--- config.mk ---
export PLATFORM = sky130hd
export DESIGN_NAME = cl_ocl_regfile
export DESIGN_NICKNAME = d
export VERILOG_FILES = /design/src/rtl/cl_ocl_regfile_pkg.sv /design/src/rtl/cl_sync2.sv /design/src/rtl/cl_ocl_regfile.sv
export SDC_FILE = /design/constraint.sdc
export NUM_CORES = 1
export LEC_CHECK = 0
export BUFFER_PORTS_ARGS = -buffer_cell sky130_fd_sc_hd__buf_2
export CAP_MARGIN = 5
export CORE_AREA = 4 4 264 266
export CTS_CLUSTER_DIAMETER = 150
export DETAILED_ROUTE_END_ITERATION = 6
export DIE_AREA = 0 0 268 270
export SLEW_MARGIN = 20
export SYNTH_ARGS = -nofsm -noshare
export SYNTH_HDL_FRONTEND = slang
export SYNTH_HIERARCHICAL = 1
export SYNTH_SLANG_ARGS = --single-unit
--- constraint.sdc ---
create_clock -name clk_main_a0 -period 14.6 [get_ports clk_main_a0]
set_clock_uncertainty 0.1 [all_clocks]
set_input_delay 0.73 -clock clk_main_a0 [delete_from_list [all_inputs] [get_ports clk_main_a0]]
set_output_delay 0.73 -clock clk_main_a0 [all_outputs]
set_load 0.01 [all_outputs]
--- src/rtl/cl_ocl_regfile_pkg.sv ---
// Shared definitions for the OCL register-file slave: AXI response codes,
// the write/read FSM state encodings and a byte-swap helper for the
// optional big-endian read view.
package cl_ocl_regfile_pkg;

    localparam logic [1:0] RESP_OKAY   = 2'b00;
    localparam logic [1:0] RESP_SLVERR = 2'b10;

    typedef enum logic [1:0] {
        W_IDLE  = 2'd0,
        W_GOT_A = 2'd1,
        W_GOT_D = 2'd2,
        W_RESP  = 2'd3
    } wr_state_t;

    typedef enum logic {
        R_IDLE = 1'b0,
        R_RESP = 1'b1
    } rd_state_t;

    // Reverse byte order of a 32-bit word.
    function automatic logic [31:0] byte_swap32(input logic [31:0] value);
        return {value[7:0], value[15:8], value[23:16], value[31:24]};
    endfunction

endpackage

--- src/rtl/cl_sync2.sv ---
// Two-flop synchroniser of parametrised width. Used both for the virtual
// DIP bus and, with d tied high, as the reset deassertion synchroniser
// (assertion stays asynchronous through rst_n).
module cl_sync2 #(
    parameter int               WIDTH     = 1,
    parameter logic [WIDTH-1:0] RESET_VAL = '0
) (
    input  logic             clk,
    input  logic             rst_n,
    input  logic [WIDTH-1:0] d,
    output logic [WIDTH-1:0] q
);

    logic [WIDTH-1:0] meta;

    // Two-stage capture; the first stage may go metastable, the second settles.
    always_ff @(posedge clk or negedge rst_n) begin
        if (!rst_n) begin
            meta <= RESET_VAL;
            q    <= RESET_VAL;
        end else begin
            meta <= d;
            q    <= meta;
        end
    end

endmodule

--- src/rtl/cl_ocl_regfile.sv ---
// AXI4-Lite register file on the OCL path. NUM_REGS 32-bit registers with
// byte-strobe writes, optional read-only and byte-swapped views, SLVERR for
// unmapped accesses, and a virtual LED output gated by synchronised DIPs.
// Write and read channels run independent state machines.
module cl_ocl_regfile
    import cl_ocl_regfile_pkg::*;
#(
    parameter int          NUM_REGS     = 8,
    parameter logic [31:0] BASE_ADDR    = 32'h0000_0500,
    parameter logic [63:0] RO_MASK      = 64'h0,
    parameter logic [63:0] SWAP_MASK    = 64'h1,
    parameter int          VLED_IDX     = 1,
    parameter logic [31:0] UNIMPL_VALUE = 32'hDEAF_BEEF,
    parameter bit          SLVERR_EN    = 1'b1
) (
    input  logic                     clk_main_a0,
    input  logic                     rst_main_n,

    input  logic                     awvalid,
    output logic                     awready,
    input  logic [31:0]              awaddr,

    input  logic                     wvalid,
    output logic                     wready,
    input  logic [31:0]              wdata,
    input  logic [3:0]               wstrb,

    output logic                     bvalid,
    input  logic                     bready,
    output logic [1:0]               bresp,

    input  logic                     arvalid,
    output logic                     arready,
    input  logic [31:0]              araddr,

    output logic                     rvalid,
    input  logic                     rready,
    output logic [31:0]              rdata,
    output logic [1:0]               rresp,

    input  logic [32*NUM_REGS-1:0]   ro_value,
    output logic [32*NUM_REGS-1:0]   rw_value,

    input  logic [15:0]              sh_cl_status_vdip,
    output logic [15:0]              cl_sh_status_vled
);

    localparam int                  IDX_W     = $clog2(NUM_REGS);
    localparam logic [NUM_REGS-1:0] RO_BITS   = RO_MASK[NUM_REGS-1:0];
    localparam logic [NUM_REGS-1:0] SWAP_BITS = SWAP_MASK[NUM_REGS-1:0];
    localparam logic [1:0]          UNMAPPED_RESP = SLVERR_EN ? RESP_SLVERR : RESP_OKAY;

    // Parameter sanity: refuse to elaborate a register file that cannot
    // honour its own index parameters.
    if (NUM_REGS < 2 || NUM_REGS > 64) begin : g_bad_num_regs
        $error("cl_ocl_regfile: NUM_REGS must be within 2..64");
    end
    if (VLED_IDX < 0 || VLED_IDX >= NUM_REGS) begin : g_bad_vled_idx
        $error("cl_ocl_regfile: VLED_IDX must be below NUM_REGS");
    end
    if (NUM_REGS < 64) begin : g_mask_range
        if ((RO_MASK >> NUM_REGS) != 64'h0 || (SWAP_MASK >> NUM_REGS) != 64'h0) begin : g_bad_mask
            $error("cl_ocl_regfile: RO_MASK/SWAP_MASK select registers beyond NUM_REGS");
        end
    end

    // ------------------------------------------------------------------
    // Reset and DIP synchronisation
    // ------------------------------------------------------------------
    logic        rst_sync_n;
    logic [15:0] vdip_sync;

    cl_sync2 #(
        .WIDTH     (1),
        .RESET_VAL (1'b0)
    ) u_rst_sync (
        .clk   (clk_main_a0),
        .rst_n (rst_main_n),
        .d     (1'b1),
        .q     (rst_sync_n)
    );

    cl_sync2 #(
        .WIDTH     (16),
        .RESET_VAL (16'h0000)
    ) u_vdip_sync (
        .clk   (clk_main_a0),
        .rst_n (rst_sync_n),
        .d     (sh_cl_status_vdip),
        .q     (vdip_sync)
    );

    // ------------------------------------------------------------------
    // Register storage and flat views
    // ------------------------------------------------------------------
    logic [31:0] regs   [NUM_REGS];
    logic [31:0] ro_arr [NUM_REGS];

    for (genvar g = 0; g < NUM_REGS; g++) begin : g_flat
        assign rw_value[32*g +: 32] = regs[g];
        assign ro_arr[g]            = ro_value[32*g +: 32];
    end

    // ------------------------------------------------------------------
    // Write channel
    // ------------------------------------------------------------------
    wr_state_t   wr_state;
    logic [31:0] aw_addr_q;
    logic [31:0] w_data_q;
    logic [3:0]  w_strb_q;
    logic [1:0]  bresp_q;

    logic        aw_hs;
    logic        w_hs;
    logic        wr_commit;
    logic [31:0] wr_addr;
    logic [31:0] wr_data;
    logic [3:0]  wr_strb;
    logic [31:0] wr_off;
    logic        wr_hit;
    logic [IDX_W-1:0] wr_idx;

    // Ready flags follow the FSM but stay low until the synchronised reset releases.
    always_comb begin
        awready = rst_sync_n && (wr_state == W_IDLE || wr_state == W_GOT_D);
        wready  = rst_sync_n && (wr_state == W_IDLE || wr_state == W_GOT_A);
    end

    assign aw_hs  = awvalid && awready;
    assign w_hs   = wvalid && wready;
    assign bvalid = (wr_state == W_RESP);
    assign bresp  = bresp_q;

    // Pick the address/data pair that commits this edge: live bus values for
    // the half arriving now, latched values for the half that arrived earlier.
    always_comb begin
        wr_commit = 1'b0;
        wr_addr   = aw_addr_q;
        wr_data   = w_data_q;
        wr_strb   = w_strb_q;
        case (wr_state)
            W_IDLE: begin
                if (aw_hs && w_hs) begin
                    wr_commit = 1'b1;
                    wr_addr   = awaddr;
                    wr_data   = wdata;
                    wr_strb   = wstrb;
                end
            end
            W_GOT_A: begin
                if (w_hs) begin
                    wr_commit = 1'b1;
                    wr_data   = wdata;
                    wr_strb   = wstrb;
                end
            end
            W_GOT_D: begin
                if (aw_hs) begin
                    wr_commit = 1'b1;
                    wr_addr   = awaddr;
                end
            end
            default: begin
                wr_commit = 1'b0;
            end
        endcase
    end

    // Decode the committing address: aligned, at or above the base, inside the file.
    always_comb begin
        wr_off = wr_addr - BASE_ADDR;
        wr_hit = (wr_addr >= BASE_ADDR) && (wr_off[1:0] == 2'b00) &&
                 ((wr_off >> 2) < 32'(NUM_REGS));
        wr_idx = wr_off[IDX_W+1:2];
    end

    // Write FSM: collect AW and W in either order, then hold the response until bready.
    always_ff @(posedge clk_main_a0 or negedge rst_sync_n) begin
        if (!rst_sync_n) begin
            wr_state  <= W_IDLE;
            aw_addr_q <= 32'h0;
            w_data_q  <= 32'h0;
            w_strb_q  <= 4'h0;
            bresp_q   <= RESP_OKAY;
        end else begin
            if (wr_commit) begin
                wr_state <= W_RESP;
                bresp_q  <= wr_hit ? RESP_OKAY : UNMAPPED_RESP;
            end else begin
                case (wr_state)
                    W_IDLE: begin
                        if (aw_hs) begin
                            wr_state  <= W_GOT_A;
                            aw_addr_q <= awaddr;
                        end else if (w_hs) begin
                            wr_state <= W_GOT_D;
                            w_data_q <= wdata;
                            w_strb_q <= wstrb;
                        end
                    end
                    W_RESP: begin
                        if (bready) begin
                            wr_state <= W_IDLE;
                            bresp_q  <= RESP_OKAY;
                        end
                    end
                    default: begin
                        wr_state <= wr_state;
                    end
                endcase
            end
        end
    end

    // Register file update: byte-granular, skipped for unmapped or read-only targets.
    always_ff @(posedge clk_main_a0 or negedge rst_sync_n) begin
        if (!rst_sync_n) begin
            for (int r = 0; r < NUM_REGS; r++) begin
                regs[r] <= 32'h0;
            end
        end else if (wr_commit && wr_hit) begin
            for (int r = 0; r < NUM_REGS; r++) begin
                if (IDX_W'(r) == wr_idx && !RO_BITS[r]) begin
                    for (int b = 0; b < 4; b++) begin
                        if (wr_strb[b]) begin
                            regs[r][8*b +: 8] <= wr_data[8*b +: 8];
                        end
                    end
                end
            end
        end
    end

    // ------------------------------------------------------------------
    // Read channel
    // ------------------------------------------------------------------
    rd_state_t   rd_state;
    logic [31:0] rdata_q;
    logic [1:0]  rresp_q;
    logic        ar_hs;
    logic [31:0] ar_off;
    logic        ar_hit;
    logic [IDX_W-1:0] ar_idx;
    logic [31:0] rd_value;

    assign arready = rst_sync_n && (rd_state == R_IDLE);
    assign ar_hs   = arvalid && arready;
    assign rvalid  = (rd_state == R_RESP);
    assign rdata   = rdata_q;
    assign rresp   = rresp_q;

    // Decode the read address with the same rules as the write side.
    always_comb begin
        ar_off = araddr - BASE_ADDR;
        ar_hit = (araddr >= BASE_ADDR) && (ar_off[1:0] == 2'b00) &&
                 ((ar_off >> 2) < 32'(NUM_REGS));
        ar_idx = ar_off[IDX_W+1:2];
    end

    // Select the read value from pre-edge register state; swap is applied last.
    always_comb begin
        rd_value = UNIMPL_VALUE;
        if (ar_hit) begin
            rd_value = RO_BITS[ar_idx] ? ro_arr[ar_idx] : regs[ar_idx];
            if (SWAP_BITS[ar_idx]) begin
                rd_value = byte_swap32(rd_value);
            end
        end
    end

    // Read FSM: capture on the AR handshake, hold data until rready, then clear.
    always_ff @(posedge clk_main_a0 or negedge rst_sync_n) begin
        if (!rst_sync_n) begin
            rd_state <= R_IDLE;
            rdata_q  <= 32'h0;
            rresp_q  <= RESP_OKAY;
        end else begin
            case (rd_state)
                R_IDLE: begin
                    if (ar_hs) begin
                        rd_state <= R_RESP;
                        rdata_q  <= rd_value;
                        rresp_q  <= ar_hit ? RESP_OKAY : UNMAPPED_RESP;
                    end
                end
                R_RESP: begin
                    if (rready) begin
                        rd_state <= R_IDLE;
                        rdata_q  <= 32'h0;
                        rresp_q  <= RESP_OKAY;
                    end
                end
                default: begin
                    rd_state <= R_IDLE;
                end
            endcase
        end
    end

    // ------------------------------------------------------------------
    // Virtual LEDs
    // ------------------------------------------------------------------

    // LEDs mirror the low half of the selected register, gated by the DIPs.
    always_ff @(posedge clk_main_a0 or negedge rst_sync_n) begin
        if (!rst_sync_n) begin
            cl_sh_status_vled <= 16'h0000;
        end else begin
            cl_sh_status_vled <= regs[VLED_IDX][15:0] & vdip_sync;
        end
    end

endmodule

-- Yosys cells after proc, flatten, opt, wreduce, memory -nomap -nowiden
Memory sizes are Yosys's and may differ from the RTL's.
Index checks and enable logic that the tools add are counted.
- logic and storage cells: 174
- memories: 2
- register bits after elaboration: 413
- output and inout port bits: 313
- ROM bits: 16
- input port bits: 379
- multiplexer cells: 42
- $lt $le $gt $ge: 6
- reductions and logical operators: 58
- add/sub/neg operators: 2
- equal/unequal tests: 14
- bitwise operators: 5
- memory list (memory ; depth ; width ; rd ports ; clocked after Yosys merged registers in ; write ports ; line ; RTL):
    (no name shown) ; 8 ; 1 ; 1 ; 0 ; 0 ; cl_ocl_regfile.sv:265 ; if (SWAP_BITS[ar_idx]) begin
    (no name shown) ; 8 ; 1 ; 1 ; 0 ; 0 ; cl_ocl_regfile.sv:264 ; rd_value = RO_BITS[ar_idx] ? ro_arr[ar_idx] : regs[ar_idx];
- operators by type and width (cell ; count):
    2-to-1 mux 32 bit ; 13
    binary-select mux 32 bit (select 3 bit) ; 2
    one-hot mux 32 bit (2 select lines) ; 3
    AND reduction 3 bit ; 34
    greater-or-equal comparator 32 x 11 -> 1 bit (second input constant) ; 2
    subtractor 32 x 11 -> 32 bit (second input constant) ; 2
    less-than comparator 30 x 4 -> 1 bit (second input constant) ; 2
    2-to-1 mux 2 bit ; 10
    AND 16 bit ; 1
    == test 3 bit (first input constant) ; 4
    logical AND 1 bit ; 12
    2-to-1 mux 4 bit ; 2
    one-hot mux 2 bit (2 select lines) ; 2
    one-hot mux 4 bit (2 select lines) ; 1
    2-to-1 mux 1 bit ; 7
    == test 2 x 3 -> 1 bit (first input constant) ; 2
    logical NOT 2 bit ; 3
    AND reduction 2 bit ; 3
    == test 2 bit (second input constant) ; 2
    greater-or-equal comparator 4 bit (second input constant) ; 1
    less-than comparator 3 x 4 -> 1 bit (second input constant) ; 1
    != test 2 bit (second input constant) ; 2
    != test 4 bit (second input constant) ; 1
    NOT 3 -> 4 bit ; 1
    other kinds (10) ; 14

-- Longest topological paths before layout
Gate-level depths: netlist of the first run.
- word-level depth: 13
- gate-level depth with buffers: 10
- mapped depth without buffers: 6

-- Cells and area by module
Netlist of the first run, hierarchy kept.
- modules (own cells, without submodules) (module ; area each (um2) ; instances ; cells each):
    cl_ocl_regfile ; 19018.2 ; 1 ; 1205
    cl_sync2 (u_vdip_sync) ; 800.8 ; 1 ; 32
    cl_sync2 (u_rst_sync) ; 50.0 ; 1 ; 2

-- Least setup slack after synthesis of the first run
No wires, ideal clock.
- path type: reg2reg
- start: register u_rst_sync.q
- end: register regs (netlist bit rw_value[100])
- path buffers: 4
- cell stages (with the launch flop): 11
- setup time: 0.125 ns
- arrival time: 12.855 ns
- setup slack: 1.520 ns
- cells stage by stage: dfrtp_1 -> buf_2 -> nand3b_1 -> buf_2 -> nor2_1 -> a31oi_1 -> a2111o_1 -> buf_2 -> buf_2 -> a2111oi_4 -> mux2_4
- longest elaborated chain between the ends: 11
- elaborated cells on any way between the ends: 27
- those cells by class: add/sub: 1; order compare: 2; eq/ne: 1; mux: 13; reduce/logical: 10
- RTL lines (element ; line ; RTL):
    start: declaration ; cl_sync2.sv:11 ; output logic [WIDTH-1:0] q
    start signal: assignment ; cl_sync2.sv:23 ; q <= meta;
    parallel branches: the longest is 11 deep, another holds subtractor 32 x 11 -> 32 bit ; -- ;
    end signal: indexed assignment ; cl_ocl_regfile.sv:226 ; regs[r][8*b +: 8] <= wr_data[8*b +: 8];
    end: declaration ; cl_ocl_regfile.sv:96 ; logic [31:0] regs [NUM_REGS];
Parallel ways; which one is timed is not known.
A chain may end at the register's enable or synchronous reset.

-- Worst setup path after layout of the first run
- start: register u_rst_sync.q
- end: register regs (netlist bit rw_value[193])
The elaborated chain is that of the path after synthesis.

==> results of run 1 <==
## power breakdown
part	internal [mW]	switching [mW]
Combinational	0.233	0.415
Sequential	1.25	0.0781
Clock	0.721	0.511
## final cells by class
type	count	share of cell area, %
sequential	411	41.5
multi-input combinational	762	37.5
timing repair buffer	477	10.1
clock buffer	59	5.38
tap	873	4.40
clock inverter	27	1.05
antenna	3	0.0303
inverter	1	0.0151
## metal layers
metal / wire (um) / global-route usage (%) / vias up / share of wire, %
met3: 6840 / 7.06 / 135 / 9.3
li1: - / - / 5666 / -
met2: 33300 / 31.2 / 535 / 45
met1: 31000 / 25.7 / 7017 / 42
met5: 149 / 0 / - / 0.20
met4: 2070 / 5.50 / 20 / 2.8
## cells by family after synthesis
| kind of cell | count (synthesis) | share of synthesized area [%] |
|---|---|---|
| flops | 411 | 51.8 |
| mux | 458 | 33.6 |
| xor+xnor | 2 | 0.0882 |
| buf+inv | 67 | 1.73 |
| simple gates | 151 | 4.45 |
| other cells | 2 | 0.0378 |
| compound gates | 148 | 8.36 |
## metrics by stage
step                instances  worst slack (ns)  instance area (um2)  total power [mW]
floorplan                1240              1.52                19900              1.76
global placement         2523              9.98                23200              1.97
detailed placement       2523              9.90                23200              2.00
CTS                      2610              9.89                24800              3.25
global route             2611              9.66                24800              3.35
finish                   2613              9.89                24800              3.21
## path summary, 6_finish.rpt
| kind | startpoint | end | slack, ns |
|---|---|---|---|
| max | u_rst_sync/q | rw_value[193] | 9.89 |
| min reg2reg | u_vdip_sync/meta[8] | u_vdip_sync/q[8] | 0.25 |
| max reg2reg | u_rst_sync/q | rw_value[193] | 9.89 |
| min in group asynchronous | u_rst_sync/q | rw_value[100] | 0.27 |
| max in group asynchronous | u_rst_sync/q | rw_value[176] | 10.63 |
| min | sh_cl_status_vdip[15] | u_vdip_sync/meta[15] | 0.17 |
## cell usage in the layout, fill, tap and decap left out, types with 4 or more instances in the layout
cell type / instances
and2_1: 18
a211oi_1: 6
nor2b_1: 6
nor2_1: 14
mux2i_1: 34
a21o_1: 24
mux2_4: 232
a21oi_1: 33
clkinv_2: 16
buf_4: 45
nor3_1: 9
nor4_1: 10
mux4_2: 61
o21ai_0: 21
or3_1: 5
inv_6: 4
nand4_1: 33
a22oi_1: 6
dfrtp_1: 410
clkbuf_8: 7
bufinv_16: 4
nand2_1: 22
or4_1: 8
a2111oi_4: 33
nor3b_1: 6
clkbuf_16: 49
mux2_2: 130
a221oi_1: 4
buf_2: 431
## flip-flops by register name (all words and copies together) (netlist names), 2 cells and up
signal / count
u_vdip_sync/q: 16
rdata: 32
cl_sh_status_vled: 16
w_data_q: 32
wr_state: 2
u_vdip_sync/meta: 16
rw_value: 256
w_strb_q: 4
aw_addr_q: 32
==> flow_metrics.tcl, run 1 <==
set metrics [dict create \
    postRouteAntennaNets 0 \
    hold_path.class "input pin to register" \
    syn-mean-instance-area_um2 16.0 \
    postCtsSetupBuffers 0 \
    path_clk_slew_ns 0.06 \
    cp_num_cells 6 \
    whs_ns 0.169 \
    tns_ns 0 \
    nets 2080 \
    worst_slew_pin_slew_ns 1.19 \
    clkLatencyLatePin_ns 0.57 \
    dr_total_vias 13373 \
    synth_common_cells "dfrtp_1 (411), mux2_4 (232), mux2_2 (130)" \
    place_congestion 0.880 \
    hold_viol 0 \
    grt_remaining_overflow 0 \
    io_pins 692 \
    relSlewSlack_pct 20.5 \
    ctsHoldBuffers 1 \
    grt_max_degree 76 \
    drt-wirelength-per-cell_um 28.1 \
    drtIter0Drc 1084 \
    die_w_um 268 \
    ys_types 53 \
    syn_area_um2 19900 \
    maxCapViolations 0 \
    worstPathRequired_ns 14.94 \
    die_y_um 270 \
    critPathKind "register to register" \
    cts_tree "done" \
    cts_buffers 48 \
    multi_input_area_um2 9310 \
    power.density_nw_per_um2 130 \
    slowest_delay_ns 1.13 \
    vias_per_cell 5.12 \
    critPathTopFamily "simple AND/OR/NAND/NOR gates" \
    drc_errors 0 \
    area.sequential_um2 10300 \
    path_cells "nand3b_1, nor2_1, a31oi_1, or3_4, a2111oi_4, mux2_2" \
    dr.pass1.iters 5 \
    run_status "finished, final reports clean" \
    row_count 95 \
    yosys.area.top_type "dfrtp_1" \
    core_um2 67000 \
    rsz0062_at_grt "no" \
    grt_pass1_wl_um 104000 \
    synthFlopType "dfrtp_1" \
    grt_util_all_layers_pct 19.7 \
    cts_resized 0 \
    p_leak_nw 11.9 \
    synth-edff-count 0 \
    cts-htree-levels 2 \
    grt_pass1_vias 14177 \
    crit_slowest_cell "a2111oi_4" \
    io_buffers 433 \
    synth_area_leaders "dfrtp_1 (52%), mux2_4 (18%), mux2_2 (7.4%)" \
    whs_path_depth 1 \
    min_period_over_period_pct 32.2 \
    synth_most_common_cell "dfrtp_1" \
    cp.arrival_ns 5.05 \
    wirelength_um 73400 \
    dp_hpwl_um 53600 \
    drive_above_1_share_pct 59.1 \
    n_fill_cell 6436 \
    slew_viol_final 0 \
    setup_violations 0 \
    cp-end-kind "register" \
    start_util_pct 29.6 \
    peakVddDrop_mv 0.0923 \
    cts_buffer_depth 3 \
    area_growth_pct 24.8 \
    async_reset_ff_share_pct 100 \
    ys_seq_area_share_pct 51.8 \
    root_buffer "clkbuf_16" \
    rr_worst_depth 6 \
    utilization_pct 37.0 \
    fp.dieArea_um2 72400 \
    ys_ff_latch 411 \
    period_minus_slack_ns 4.71 \
    worstSetupStartpointType "register" \
    numClockSinks 411 \
    yosys_warnings 6 \
    antenna_found_initial 14 \
    path_max_fanout 53 \
    crit_buf_inv 0 \
    fmax_ghz 0.212 \
    yosys.area.top_type_share_pct 51.8 \
    syn_inst 1239 \
]
Power figures use the tool's default switching activity.
==> inputs of run 2 (changes only) <==
==> constraint.sdc (replaced) <==
create_clock -name clk_main_a0 -period 4.45 [get_ports clk_main_a0]
set_clock_uncertainty 0.1 [all_clocks]
set_input_delay 0.2225 -clock clk_main_a0 [delete_from_list [all_inputs] [get_ports clk_main_a0]]
set_output_delay 0.2225 -clock clk_main_a0 [all_outputs]
set_load 0.01 [all_outputs]
==> run 2 against run 1 <==
Core utilization rose by 1.9 points. Clock power grew to 3.3 times the previous value. Critical path depth is 1 higher. Largest power group unchanged. Cell area is 5.1% higher. Total power increased to 3.3 times the previous value. Highest routed layer unchanged. Maximum frequency up 17%. Sequential cell count unchanged. Final cell count grew 4.6%. Combinational power increased to 3.4 times the previous value. Non-clock buffer count grew 114. Worst setup slack got worse by 9.5 ns.
==> flow_metrics.tcl, run 2 (synthesis results as in run 1) <==
set metrics [dict create \
    run_status "finished, final reports clean" \
    drtIter0Drc 1002 \
    critPathKind "register to register" \
    final_common_cell "buf_2" \
    cts_tree "done" \
    postRouteAntennaNets 0 \
    cts_buffers 47 \
    grt_util_all_layers_pct 20.2 \
    dp_hpwl_um 55400 \
    power.density_nw_per_um2 409 \
    root_buffer "clkbuf_16" \
    n_fill_cell 6304 \
    largest_register_ffs 256 \
    worst_slew_pin_slew_ns 0.971 \
    core_um2 67000 \
    numClockSinks 411 \
    path_clk_slew_ns 0.06 \
    crit_slowest_cell "a221oi_1" \
    rsz0062_at_grt "no" \
    dr_total_vias 13975 \
    cp-end-kind "register" \
    row_count 95 \
    start_util_pct 29.6 \
    vias_per_cell 5.11 \
    cts_buffer_depth 3 \
    postCtsSetupBuffers 0 \
    hold_path.class "input pin to register" \
    multi_input_area_um2 9390 \
    wirelength_um 75100 \
    setup_violations 0 \
    nets 2193 \
    clkLatencyLatePin_ns 0.59 \
    slowest_delay_ns 0.94 \
    cts_resized 0 \
    use_met1_pct 26.5 \
    tns_ns 0 \
    period_minus_slack_ns 4.02 \
    peakVddDrop_mv 0.277 \
    critPathTopFamily "compound AO/OA/AOI/OAI gates" \
    path_max_fanout 24 \
    p_leak_nw 12.4 \
    dr.pass1.iters 5 \
    cts-htree-levels 2 \
    area_growth_pct 31.2 \
    whs_ns 0.0930 \
    drc_errors 0 \
    slew_viol_final 0 \
    place_congestion 0.889 \
    path_cells "and3b_1, nand2_1, a221oi_1, nand4_1, a2111oi_4, buf_4, mux2_2" \
    die_y_um 270 \
    antenna_found_initial 8 \
    min_period_over_period_pct 90.2 \
    cp.arrival_ns 4.36 \
    grt_use_met3_pct 6.40 \
    worstSetupStartpointType "register" \
    drt-wirelength-per-cell_um 27.5 \
    fp.dieArea_um2 72400 \
    hold_viol 0 \
    layout_common_cells "buf_2 (431), dfrtp_1 (410), mux2_4 (240)" \
    fmax_ghz 0.249 \
    grt_pass1_vias 14722 \
    maxCapViolations 0 \
    area.sequential_um2 10300 \
    die_w_um 268 \
    grt_pass1_wl_um 108000 \
    busiest_layer "met2" \
    worstPathRequired_ns 4.80 \
    io_buffers 433 \
    relSlewSlack_pct 35.3 \
    grt_max_degree 69 \
    crit_buf_inv 1 \
    drive_above_1_share_pct 56.9 \
    grt_remaining_overflow 0 \
    io_pins 692 \
    use_met2_pct 32.2 \
]
[run 2: repair_timing]
item	in CTS	in global routing
setup endpoints to repair	0	0
endpoints found under the hold margin	91	0
hold buffers	91	0
[run 2: cell type report]
class	instances	share of cell area, %
well taps	873	4.19
clock buffers	67	5.30
flip-flops and latches	411	39.5
inverters	1	0.0144
repair buffers	591	14.0
multi-input cells	762	36.0
diodes	9	0.0864
clock inverters	19	0.892
[run 2: per-stage QoR]
stage,setup slack [ns],utilization [%],power [mW],cell area [um2],cells
2_1_floorplan,-1.78,-,5.81,20000,1240
3_3_place_gp,0.528,35.1,6.52,23500,2547
3_5_place_dp,0.464,35.1,6.60,23500,2547
4_1_cts,0.442,38.9,10.8,26100,2724
5_1_grt,0.245,38.9,11.1,26100,2727
6_report,0.434,38.9,10.7,26100,2733
[run 2: final timing paths]
| check | startpoint | to | slack, ns | cells past startpoint |
|---|---|---|---|---|
| setup / recovery | u_rst_sync/q | rw_value[193] | 0.43 | 7 |
| hold / removal | araddr[27] | rdata[12] | 0.09 | 7 |
| min in group asynchronous | u_rst_sync/q | bresp[1] | 0.14 | 0 |
| max in group asynchronous | u_rst_sync/q | w_data_q[21] | 1.10 | 4 |
| setup reg to reg | u_rst_sync/q | rw_value[193] | 0.43 | 7 |
| hold reg to reg | u_rst_sync/q | bresp[1] | 0.14 | 0 |
[run 2: power breakdown]
group / switching [mW] / total (mW) / internal [mW]
clock: 1.66 / 4.06 / 2.40
combinational: 1.37 / 2.23 / 0.857
sequential: 0.252 / 4.37 / 4.12
total: 3.28 / 10.7 / 7.38
[run 2: layer usage]
metal | wire length [um] | part of all wire (%) | vias up
met3 | 6760 | 9.0 | 120
li1 | - | - | 5922
met4 | 2110 | 2.8 | 4
met5 | 34 | 0.045 | -
met1 | 31500 | 42 | 7308
met2 | 34600 | 46 | 621
[run 2: worst min-delay path, delay by kind of cell]
kind / cells / cell delay [ns]
and+or+nand+nor: 3 / 0.16
AOI/OAI and AO/OA: 3 / 0.28
buffers and inverters: 1 / 0.07
